===== src/rtl/bus_cmd_sequencer.sv =====
// Bus master that queues write / read / read-compare / wait commands in a FIFO and
// plays them onto the WR/RD/ADR/WDATA/RDATA slave bus with a configurable gap and read latency.
module bus_cmd_sequencer #(
  parameter int ADR_W     = 18,
  parameter int DATA_W    = 32,
  parameter int CMD_DEPTH = 16,
  parameter int GAP_CYC   = 1,
  parameter int RD_LAT    = 1
) (
  input  logic              CLK,
  input  logic              RESET_X,
  input  logic              EN,
  input  logic              CMD_VALID,
  output logic              CMD_READY,
  input  logic [1:0]        CMD_OP,
  input  logic [ADR_W-1:0]  CMD_ADR,
  input  logic [DATA_W-1:0] CMD_DATA,
  output logic              RSP_VALID,
  input  logic              RSP_READY,
  output logic [DATA_W-1:0] RSP_DATA,
  output logic              WR,
  output logic              RD,
  output logic [ADR_W-1:0]  ADR,
  output logic [DATA_W-1:0] WDATA,
  input  logic [DATA_W-1:0] RDATA,
  output logic              BUSY,
  output logic [15:0]       ERR_CNT,
  output logic [ADR_W-1:0]  ERR_ADR,
  input  logic              ERR_CLR
);

  localparam int IDX_W = $clog2(CMD_DEPTH);
  localparam int PTR_W = IDX_W + 1;
  localparam int GAP_W = (GAP_CYC > 1) ? $clog2(GAP_CYC) : 1;
  localparam int LAT_W = 2;

  typedef enum logic [1:0] {
    OP_WR   = 2'b00,
    OP_RD   = 2'b01,
    OP_RDC  = 2'b10,
    OP_WAIT = 2'b11
  } op_e;

  typedef struct packed {
    op_e               op;
    logic [ADR_W-1:0]  adr;
    logic [DATA_W-1:0] data;
  } cmd_t;

  typedef enum logic [2:0] {
    S_IDLE,
    S_ISSUE,
    S_RD_WAIT,
    S_GAP,
    S_WAIT
  } state_e;

  // ---------------------------------------------------------------------------
  // Command FIFO
  // ---------------------------------------------------------------------------
  cmd_t             fifo_mem [CMD_DEPTH];
  logic [PTR_W-1:0] wr_ptr_q, rd_ptr_q;
  logic [PTR_W-1:0] fill_w;
  logic             empty_w, full_w, push_w, pop_w;
  cmd_t             head_w, cmd_in_w;

  assign fill_w   = wr_ptr_q - rd_ptr_q;
  assign empty_w  = (fill_w == '0);
  assign full_w   = (fill_w == PTR_W'(CMD_DEPTH));
  assign push_w   = CMD_VALID && !full_w;
  assign head_w   = fifo_mem[rd_ptr_q[IDX_W-1:0]];
  assign cmd_in_w = '{op: op_e'(CMD_OP), adr: CMD_ADR, data: CMD_DATA};

  // NOTE: storage has no reset; only the pointers define validity, so the array maps to plain RAM.
  always_ff @(posedge CLK) begin
    if (push_w) fifo_mem[wr_ptr_q[IDX_W-1:0]] <= cmd_in_w;
  end

  always_ff @(posedge CLK or negedge RESET_X) begin
    if (!RESET_X) begin
      wr_ptr_q <= '0;
      rd_ptr_q <= '0;
    end else begin
      if (push_w) wr_ptr_q <= wr_ptr_q + 1'b1;
      if (pop_w)  rd_ptr_q <= rd_ptr_q + 1'b1;
    end
  end

  // ---------------------------------------------------------------------------
  // Sequencer FSM
  // ---------------------------------------------------------------------------
  state_e            state_q;
  cmd_t              cmd_q;
  logic              wr_q, rd_q;
  logic [ADR_W-1:0]  adr_q;
  logic [DATA_W-1:0] wdata_q;
  logic [GAP_W-1:0]  gap_cnt_q;
  logic [LAT_W-1:0]  lat_cnt_q;
  logic [DATA_W-1:0] wait_cnt_q;
  logic              finish_w, lat_done_w, slot_free_w;

  assign lat_done_w  = (state_q == S_RD_WAIT) && (lat_cnt_q == LAT_W'(RD_LAT - 1));
  assign slot_free_w = !RSP_VALID || RSP_READY;

  // The last cycle of a command doubles as the IDLE cycle, so the next pop
  // overlaps it and write strobes land exactly GAP_CYC+1 cycles apart.
  // NOTE: assign a default before the case so no path leaves finish_w unassigned (no latch).
  always_comb begin
    finish_w = 1'b0;
    unique case (state_q)
      S_IDLE:    finish_w = 1'b1;
      S_ISSUE:   finish_w = (cmd_q.op == OP_WR) && (GAP_CYC == 0);
      S_RD_WAIT: finish_w = lat_done_w && (GAP_CYC == 0);
      S_GAP:     finish_w = (gap_cnt_q == GAP_W'(GAP_CYC - 1));
      S_WAIT:    finish_w = (wait_cnt_q == '0);
      default:   finish_w = 1'b0;
    endcase
  end

  assign pop_w = finish_w && EN && !empty_w;

  always_ff @(posedge CLK or negedge RESET_X) begin
    if (!RESET_X) begin
      state_q    <= S_IDLE;
      cmd_q      <= '0;
      wr_q       <= 1'b0;
      rd_q       <= 1'b0;
      adr_q      <= '0;
      wdata_q    <= '0;
      gap_cnt_q  <= '0;
      lat_cnt_q  <= '0;
      wait_cnt_q <= '0;
    end else begin
      // NOTE: strobes default low each cycle, so they are single-cycle pulses unless re-armed below.
      wr_q <= 1'b0;
      rd_q <= 1'b0;
      if (pop_w) begin
        cmd_q <= head_w;
        unique case (head_w.op)
          OP_WR: begin
            state_q <= S_ISSUE;
            wr_q    <= 1'b1;
            adr_q   <= head_w.adr;
            wdata_q <= head_w.data;
          end
          OP_RD, OP_RDC: begin
            state_q <= S_ISSUE;
            if (head_w.op == OP_RDC || slot_free_w) begin
              rd_q  <= 1'b1;
              adr_q <= head_w.adr;
            end
          end
          OP_WAIT: begin
            if (head_w.data != '0) begin
              state_q    <= S_WAIT;
              wait_cnt_q <= head_w.data - 1'b1;
            end else begin
              state_q <= S_IDLE;
            end
          end
          default: state_q <= S_IDLE;
        endcase
      end else if (finish_w) begin
        state_q <= S_IDLE;
      end else begin
        unique case (state_q)
          S_ISSUE: begin
            if (cmd_q.op == OP_WR) begin
              state_q   <= S_GAP;
              gap_cnt_q <= '0;
            end else if (rd_q) begin
              state_q   <= S_RD_WAIT;
              lat_cnt_q <= '0;
            end else if (slot_free_w) begin
              // A plain read stalls here until the response slot drains.
              rd_q  <= 1'b1;
              adr_q <= cmd_q.adr;
            end
          end
          S_RD_WAIT: begin
            if (lat_done_w) begin
              state_q   <= S_GAP;
              gap_cnt_q <= '0;
            end else begin
              lat_cnt_q <= lat_cnt_q + 1'b1;
            end
          end
          S_GAP:   gap_cnt_q  <= gap_cnt_q + 1'b1;
          S_WAIT:  wait_cnt_q <= wait_cnt_q - 1'b1;
          default: state_q    <= S_IDLE;
        endcase
      end
    end
  end

  // ---------------------------------------------------------------------------
  // Read response slot
  // ---------------------------------------------------------------------------
  logic              rsp_valid_q;
  logic [DATA_W-1:0] rsp_data_q;

  always_ff @(posedge CLK or negedge RESET_X) begin
    if (!RESET_X) begin
      rsp_valid_q <= 1'b0;
      rsp_data_q  <= '0;
    end else if (lat_done_w && cmd_q.op == OP_RD) begin
      rsp_valid_q <= 1'b1;
      rsp_data_q  <= RDATA;
    end else if (RSP_READY) begin
      rsp_valid_q <= 1'b0;
    end
  end

  // ---------------------------------------------------------------------------
  // Compare error tracking
  // ---------------------------------------------------------------------------
  logic [15:0]      err_cnt_q;
  logic [ADR_W-1:0] err_adr_q;
  logic             mismatch_w;

  assign mismatch_w = lat_done_w && (cmd_q.op == OP_RDC) && (RDATA != cmd_q.data);

  always_ff @(posedge CLK or negedge RESET_X) begin
    if (!RESET_X) begin
      err_cnt_q <= '0;
      err_adr_q <= '0;
    end else if (ERR_CLR) begin
      err_cnt_q <= '0;
      err_adr_q <= '0;
    end else if (mismatch_w) begin
      if (err_cnt_q != 16'hFFFF) err_cnt_q <= err_cnt_q + 1'b1;
      if (err_cnt_q == 16'h0000) err_adr_q <= cmd_q.adr;
    end
  end

  // ---------------------------------------------------------------------------
  // Outputs
  // ---------------------------------------------------------------------------
  assign CMD_READY = !full_w;
  assign RSP_VALID = rsp_valid_q;
  assign RSP_DATA  = rsp_data_q;
  assign WR        = wr_q;
  assign RD        = rd_q;
  assign ADR       = adr_q;
  assign WDATA     = wdata_q;
  assign BUSY      = !empty_w || (state_q != S_IDLE);
  assign ERR_CNT   = err_cnt_q;
  assign ERR_ADR   = err_adr_q;

endmodule


===== config.mk =====
export PLATFORM = sky130hd
export DESIGN_NAME = bus_cmd_sequencer
export DESIGN_NICKNAME = d
export VERILOG_FILES = /design/src/rtl/bus_cmd_sequencer.sv
export SDC_FILE = /design/constraint.sdc
export NUM_CORES = 1
export LEC_CHECK = 0
export BUFFER_PORTS_ARGS = -buffer_cell sky130_fd_sc_hd__buf_2
export CAP_MARGIN = 30
export CORE_MARGIN = 3
export CORE_UTILIZATION = 40
export CTS_BUF_LIST = sky130_fd_sc_hd__clkbuf_4
export CTS_CLUSTER_SIZE = 40
export DETAILED_ROUTE_END_ITERATION = 8
export SKIP_LAST_GASP = 1
export SLEW_MARGIN = 20
export SYNTH_ARGS = -nofsm -noshare
export SYNTH_HDL_FRONTEND = slang
export SYNTH_SLANG_ARGS = --single-unit

===== constraint.sdc =====
create_clock -name CLK -period 8.1 [get_ports CLK]
set_input_delay 0.405 -clock CLK [delete_from_list [all_inputs] [get_ports CLK]]
set_output_delay 0.405 -clock CLK [all_outputs]
set_load 0.05 [all_outputs]

==> results of run 1 <==
[power by group]
group	total [mW]	leakage, nW	internal [mW]	switching [mW]
logic	6.90	5.66	2.52	4.38
registers	7.26	10.3	6.73	0.530
clock network	4.42	2.00	2.38	2.05
[cell families (layout without fill, tap and decap cells)]
logic type / Yosys count / count (layout) / share of synthesized area, %
adder cells (fa/ha/maj): 16 / 16 / 0.474
flip-flops: 1051 / 1051 / 72.1
XOR/XNOR: 65 / 65 / 1.38
AND/OR/NAND/NOR: 480 / 480 / 5.24
multiplexers: 382 / 382 / 15.3
buffers and inverters: 139 / 836 / 1.56
AO/OA/AOI/OAI: 240 / 240 / 3.94
other: 0 / 5 / 0
[final cells by class]
class,count,area [sq um]
multi-input combinational,1183,11200
timing repair buffer,360,2520
antenna,5,12.5
clock buffer,400,3000
sequential,1051,30500
fill,8916,54700
clock inverter,54,314
tap,1380,1730
inverter,22,82.6
[sequential cells by signal (all words and copies together), names as in the netlist]
signal and cells:
cmd_q 52, lat_cnt_q 2, WDATA 32, fifo_mem 832, rd_ptr_q 5, RSP_VALID 1
RSP_DATA 32, gap_cnt_q 1, wr_ptr_q 5, wait_cnt_q 32, RD 1, WR 1
ERR_CNT 16, ERR_ADR 18, ADR 18, state_q 3
[worst max-delay path by stage]
stage / to / depth (start not counted) / slack [ns]
5_1_grt: wait_cnt_q[24] / 14 / 2.32
6_report: wait_cnt_q[24] / 13 / 2.73
4_1_cts: wait_cnt_q[24] / 13 / 2.71
3_5_place_dp: wait_cnt_q[24] / 13 / 2.70
3_3_place_gp: wait_cnt_q[24] / 13 / 2.84
2_1_floorplan: fifo_mem[3][0] / 12 / 1.39
[worst max-delay path: cells and delay by family, from the launching register on]
family | cells | cell delay [ns]
AO/OA/AOI/OAI | 4 | 1.18
adder cells (fa/ha/maj) | 1 | 0.37
buffers and inverters | 3 | 1.29
flip-flops | 1 | 0.82
multiplexers | 1 | 0.39
AND/OR/NAND/NOR | 4 | 1.15
[cell usage in the layout, fill, tap and decap left out, types with 17 or more instances in the layout]
master,count
xnor2_1,23
dfrtp_1,216
dlygate4sd3_1,94
nor4_1,27
nor2_1,103
edfxtp_1,832
xor2_1,41
a21oi_1,43
nor3_1,26
mux4_2,200
inv_1,19
buf_2,209
nand3_1,19
clkinv_1,41
nand2_1,204
buf_4,46
a22oi_1,40
clkbuf_4,400
o21ai_0,46
mux2i_1,96
a221oi_1,17
mux2_2,83
[per-layer routing]
metal | up-vias | global-route usage [%]
met5 | - | 0
met4 | 12 | 5.83
met3 | 128 | 4.73
met2 | 924 | 32.2
met1 | 12600 | 26.8
li1 | 10600 | -
==> metrics, run 1 <==
status completed; Post-Syn Instances ~2.4k; kind of start point of the critical path register; CTS tree done; vias per cell between 5 and 6; gp weighted congestion about 0.9; final instance area between 0.04 and 0.05 sq mm; highest metal used met5; Layout Skew 0.112 ns; r2r startpoint rd_ptr_q[1]; reg2reg end wait_cnt_q[24]; Hold Crit Endpoint RSP_DATA[31]; Ys Warns 0; Setup crit end kind register; io pins between 200 and 250; final wirelength roughly 110 mm; ys flop type edfxtp_1; initial antenna violation count 12; Total Power 18.6 mW; Peak VDD IR 0.241 mV; Critical Path RT approximately 9 ns; postcts setup bufs 0; residual DRC count 0; ratio of final minimum period to clock period 66.3%; post-synth top area cell edfxtp_1; Peak Freq around 190 MHz; worst setup margin approximately 2.7 ns; Initial DRT Pass Iterations 5; relative max-transition margin about 33%; number of cells on the worst reg-to-reg path 13; CTS Hold Buffers Added 95; largest net degree at the start of global routing between 100 and 150; metal3 WL 7.64 mm; DIE AREA about 0.11 sq mm; ys async rst share a little over a fifth; first-pass GRT wire length 161 mm; detailed placer's ending HPWL between 60 and 70 mm; Die Y-Extent around 330 um; post-route ant nets 0; Post-synth EDFFs roughly 830; post-CTS resize count 0; Slowest-stage cell, CP dfrtp_4; Port Buffers 210; Mapped Nets ~2.5k; Setup CP Type reg -> reg; Hold Path Origin RDATA[31]; Final min period between 5 and 6 ns; critical path cell sequence inv_1, ha_1, and3b_1, o211ai_1, a211oi_1, nor2_4, buf_4, buf_4, a41oi_1, nor2_1, nor4b_1, mux2_2, a211oi_1; synthesized cell area approximately 0.042 sq mm; overall routing resource usage 19.9%; fin util 47.4%; Slew Viols, Final 0; Root Driver clkbuf_4; Yosys cell types 77; Vias ~24k; total of max-cap violations 0; most frequent cell after synthesis edfxtp_1; top cell type's share of synthesized area between 50% and 60%; Worst Tran Pin Value between 1 and 1.5 ns; DP Area 0.0450 sq mm; Die Wd 331 um; CTS Sinks approximately 1.1k; clock latency on the worst-skew pair ~1.1 ns; met1 wire length approximately 46 mm; Inst Count DP 3,898; Area Overhead vs Synth 16.9%; Reg2Reg Setup Slack 2.73 ns; worst hold path class in -> reg; CP arrival 6.32 ns; leak pwr approximately 18 nW; GRT overflow 0; core area between 0.1 and 0.15 sq mm; WHS Path Cells 3; htree depth 5; sequential element share of the synthesized area 72.1%; CP max FO 54; Largest stage delay, worst path slightly above 0.8 ns; Clock transition at path regs ~0.07 ns; layout cells sized above 1 roughly a third; Pwr Density ~380 mW/mm^2; FF+latch count, synth roughly 1.1k; Finish-stage setup viols 0; setup_tns 0 ns; WL/cell around 24 um; starting density of the core around two fifths; RSZ-0062 raised after global routing no; number of CTS-inserted buffers 278; final hold violation count 0; final non-filler cell total around 4.5k; hold_ws between 0.1 and 0.15 ns; met2 WL roughly 53 mm; vias in the first global route 25.1k; CTS max path bufs 4; commonest cells in the netlist edfxtp_1, dfrtp_1, nand2_1; Initial DRC Count 1,986; crit path launch rd_ptr_q[1]; top cells by area, synth edfxtp_1, dfrtp_1, mux4_2; DP Worst Slack around 2.7 ns; Mean Syn Cell Area ~18 sq um; row count around 120; Final nets 3,002
(Power assumes the default switching activity.)
==> run 2: changes to the inputs <==
- ABC_AREA: unset -> 1
- clock period: 8.1 -> 5.2 ns (I/O delays scaled with it)
==> run 2 against run 1 <==
Against the previous run:
- area after synthesis grew 3.4%
- synthesized cell count grew 64%
- wire length grew 15%
- die area grew 3.3%
- worst setup slack lost 1.9 ns
- cell count grew 34%
- sequential cell count is the same
==> metrics, run 2 <==
met1 Resource Use GR 30.3% (+3.5 points); Slew Viols, Final 0 (unchanged); most frequent cells in the layout edfxtp_1, nand2_1, nor2_1, o21ai_0, clkbuf_4; CP arrival 5.41 ns (-0.91 ns); htree depth 5 (unchanged); vias in the first global route 30.6k (+22%); io pins 211 (unchanged); top cell type's share of synthesized area 57.2% (-1.9 points); DIE AREA 0.113 sq mm (+3.3%); Largest stage delay, worst path 0.87 ns (+0.05 ns); Layout Skew 0.0865 ns (-0.0253 ns); Die Y-Extent 336 um (+1.7%); Vias 31.6k (+30%); WHS Path Cells 2 (-1); Total Power 30.7 mW (+65%); status completed; fin util 47.6% (+0.19 points); FF+latch count, synth 1,051 (unchanged); Mean Syn Cell Area 11.2 sq um (-37%); DP Area 0.0463 sq mm (+2.8%); first-pass GRT wire length 188 mm (+17%); vias per cell 5.27 (-3.2%); GRT overflow 0 (unchanged); r2r startpoint rd_ptr_q[2]; row count 120 (+1.7%); Setup CP Type reg -> reg; Port Buffers 210 (unchanged); sequential element share of the synthesized area 69.8% (-2.4 points); commonest cells in the netlist edfxtp_1, nand2_1, nor2_1; gp weighted congestion 0.940 (+2.2%); Hold Path Origin CMD_DATA[14]; met3 usage 4.74% (+0.014 points); Final min period 4.40 ns (-0.971 ns); largest net degree at the start of global routing 184 (+80%); Mapped Nets 4,000 (+61%); worst setup margin 0.799 ns (-1.93 ns); relative max-transition margin 35.4% (+2.3 points); met2 GRT Util 34.4% (+2.2 points); Initial DRT Pass Iterations 6 (+1); CTS tree done; ys flop type edfxtp_1; final hold violation count 0 (unchanged); number of cells on the worst reg-to-reg path 13 (unchanged); Area Overhead vs Synth 17.4%; Slowest-stage cell, CP dfrtp_4; post-CTS resize count 0 (unchanged); post-synth top area cell edfxtp_1; final instance area 0.0513 sq mm (+3.8%); Clock transition at path regs 0.07 ns (about the same); DP Worst Slack 0.868 ns (-1.84 ns); ratio of final minimum period to clock period 84.6% (+18 points); synthesized cell area 0.0437 sq mm (+3.4%); final wirelength 125 mm (+15%); leak pwr 19.9 nW (+11%); clock latency on the worst-skew pair 1.13 ns (about the same); top cells by area, synth edfxtp_1, dfrtp_1, nand2_1; Peak Freq 227 MHz (+22%); WL/cell 20.9 um (-14%); max FFs per register 832 (unchanged); RSZ-0062 raised after global routing no; overall routing resource usage 21.9% (+2.0 points); Die Wd 336 um (+1.7%); number of CTS-inserted buffers 283 (+1.8%); Initial DRC Count 2,637 (+33%); Ys Warns 0 (unchanged); CTS max path bufs 4 (unchanged); Reg2Reg Setup Slack 0.80 ns (-1.93 ns); Setup crit end kind register; Post-Syn Instances 3,894 (+64%); Pwr Density 598 mW/mm^2 (+59%); residual DRC count 0 (unchanged); detailed placer's ending HPWL 68.3 mm (+6.6%); Final nets 4,496 (+50%); Critical Path RT 6.21 ns (-2.84 ns); most frequent cell after synthesis edfxtp_1; Inst Count DP 5,353 (+37%); ys async rst share 20.8% (unchanged); layer with the highest usage met2; worst hold path class in -> reg; critical path cell sequence inv_2, ha_1, nand3b_1, a21oi_1, nand3_1, buf_4, nand3_4, buf_12, o21ai_0, nor2_2, inv_2, nand2_1, nand2_1; Root Driver clkbuf_4; starting density of the core 40.6% (about the same); post-route ant nets 0 (unchanged); Worst Tran Pin Value 0.968 ns (-0.0344 ns); total of max-cap violations 0 (unchanged); core area 0.108 sq mm (+3.4%); initial antenna violation count 11 (-1); CTS Sinks 1,051 (unchanged); Post-synth EDFFs 832 (unchanged); Yosys cell types 43 (-44%); layout cells sized above 1 16.9% (-16 points); Peak VDD IR 0.553 mV (+130%); final non-filler cell total 5,986 (+34%); reg2reg end ADR[8]; CP max FO 101 (+87%); kind of start point of the critical path register; Hold Crit Endpoint fifo_mem[0][14]; Finish-stage setup viols 0 (unchanged); commonest non-fill, non-tap cell in the layout edfxtp_1
==> run 2: changes by cell type in the layout (fill, tap and decap cells not counted), sizes merged, moves of 59 or more <==
cell / previous run / this run
nand2: 206 / 821
nor2: 117 / 668
o21ai: 48 / 460
mux4: 200 / 0
nand3: 19 / 175
inv: 26 / 153
mux2i: 96 / 0
o22ai: 1 / 65
dlygate4sd3: 94 / 153
==> run 2: kinds of logic after synthesis <==
kind of cell | synth area share [%]
and+or+nand+nor | 16.1
muxes | 0.722
xor gates and xnor gates | 1.18
buffers and inverters | 3.69
AOI/OAI and AO/OA | 8.11
DFF | 69.8
adders and majority gates | 0.458
==> run 2: worst max-delay path by stage <==
stage,slack [ns],startpoint,end,cells after the start
4_1_cts,0.89,rd_ptr_q[2],ADR[10],13
3_5_place_dp,0.87,rd_ptr_q[2],ADR[15],13
2_1_floorplan,-0.24,rd_ptr_q[1],fifo_mem[11][0],15
5_1_grt,0.61,rd_ptr_q[1],ADR[9],16
3_3_place_gp,1.00,rd_ptr_q[2],ADR[3],13
6_report,0.80,rd_ptr_q[2],ADR[8],13
==> run 2: per-layer routing <==
metal	up-vias	routed length [um]
li1	14700	-
met4	2	2900
met5	-	8
met3	202	10000
met1	15300	54200
met2	1331	58000
==> run 2: critical path: cells and delay by family (launching register included) <==
kind                     cells  cell delay [ns]
adder cells (fa/ha/maj)      1             0.36
buffers and inverters        4             1.11
flip-flops                   1             0.87
AND/OR/NAND/NOR              6             1.43
AO/OA/AOI/OAI                2             0.50
==> run 2: timing repair <==
action / CTS / global route
hold endpoints to repair: 1167 / 0
setup buffers: 0 / 0
hold buffers: 154 / 0
==> run 2: final cells by class <==
class / count / area, sq um
Clock inverter: 74 / 399
Tap cell: 1403 / 1760
Fill cell: 9736 / 56400
Sequential cell: 1051 / 30500
Multi-Input combinational cell: 2481 / 11700
Timing Repair Buffer: 421 / 3340
Antenna cell: 9 / 22.5
Inverter: 152 / 589
Clock buffer: 395 / 2970
==> run 2: power breakdown <==
part           switching, mW  internal, mW  leakage [nW]
logic                   9.24          3.26          7.68
clock network           3.26          3.69          2.02
registers              0.689          10.5          10.2
==> run 2: per-stage QoR <==
| stage | hold WS (ns) | TNS, ns |
|---|---|---|
| floorplan | -0.0356 | -36.92 |
| global placement | 0.400 | 0 |
| detailed placement | 0.402 | 0 |
| CTS | 0.0000620 | 0 |
| global route | 0.0182 | 0 |
| finish | 0.122 | 0 |
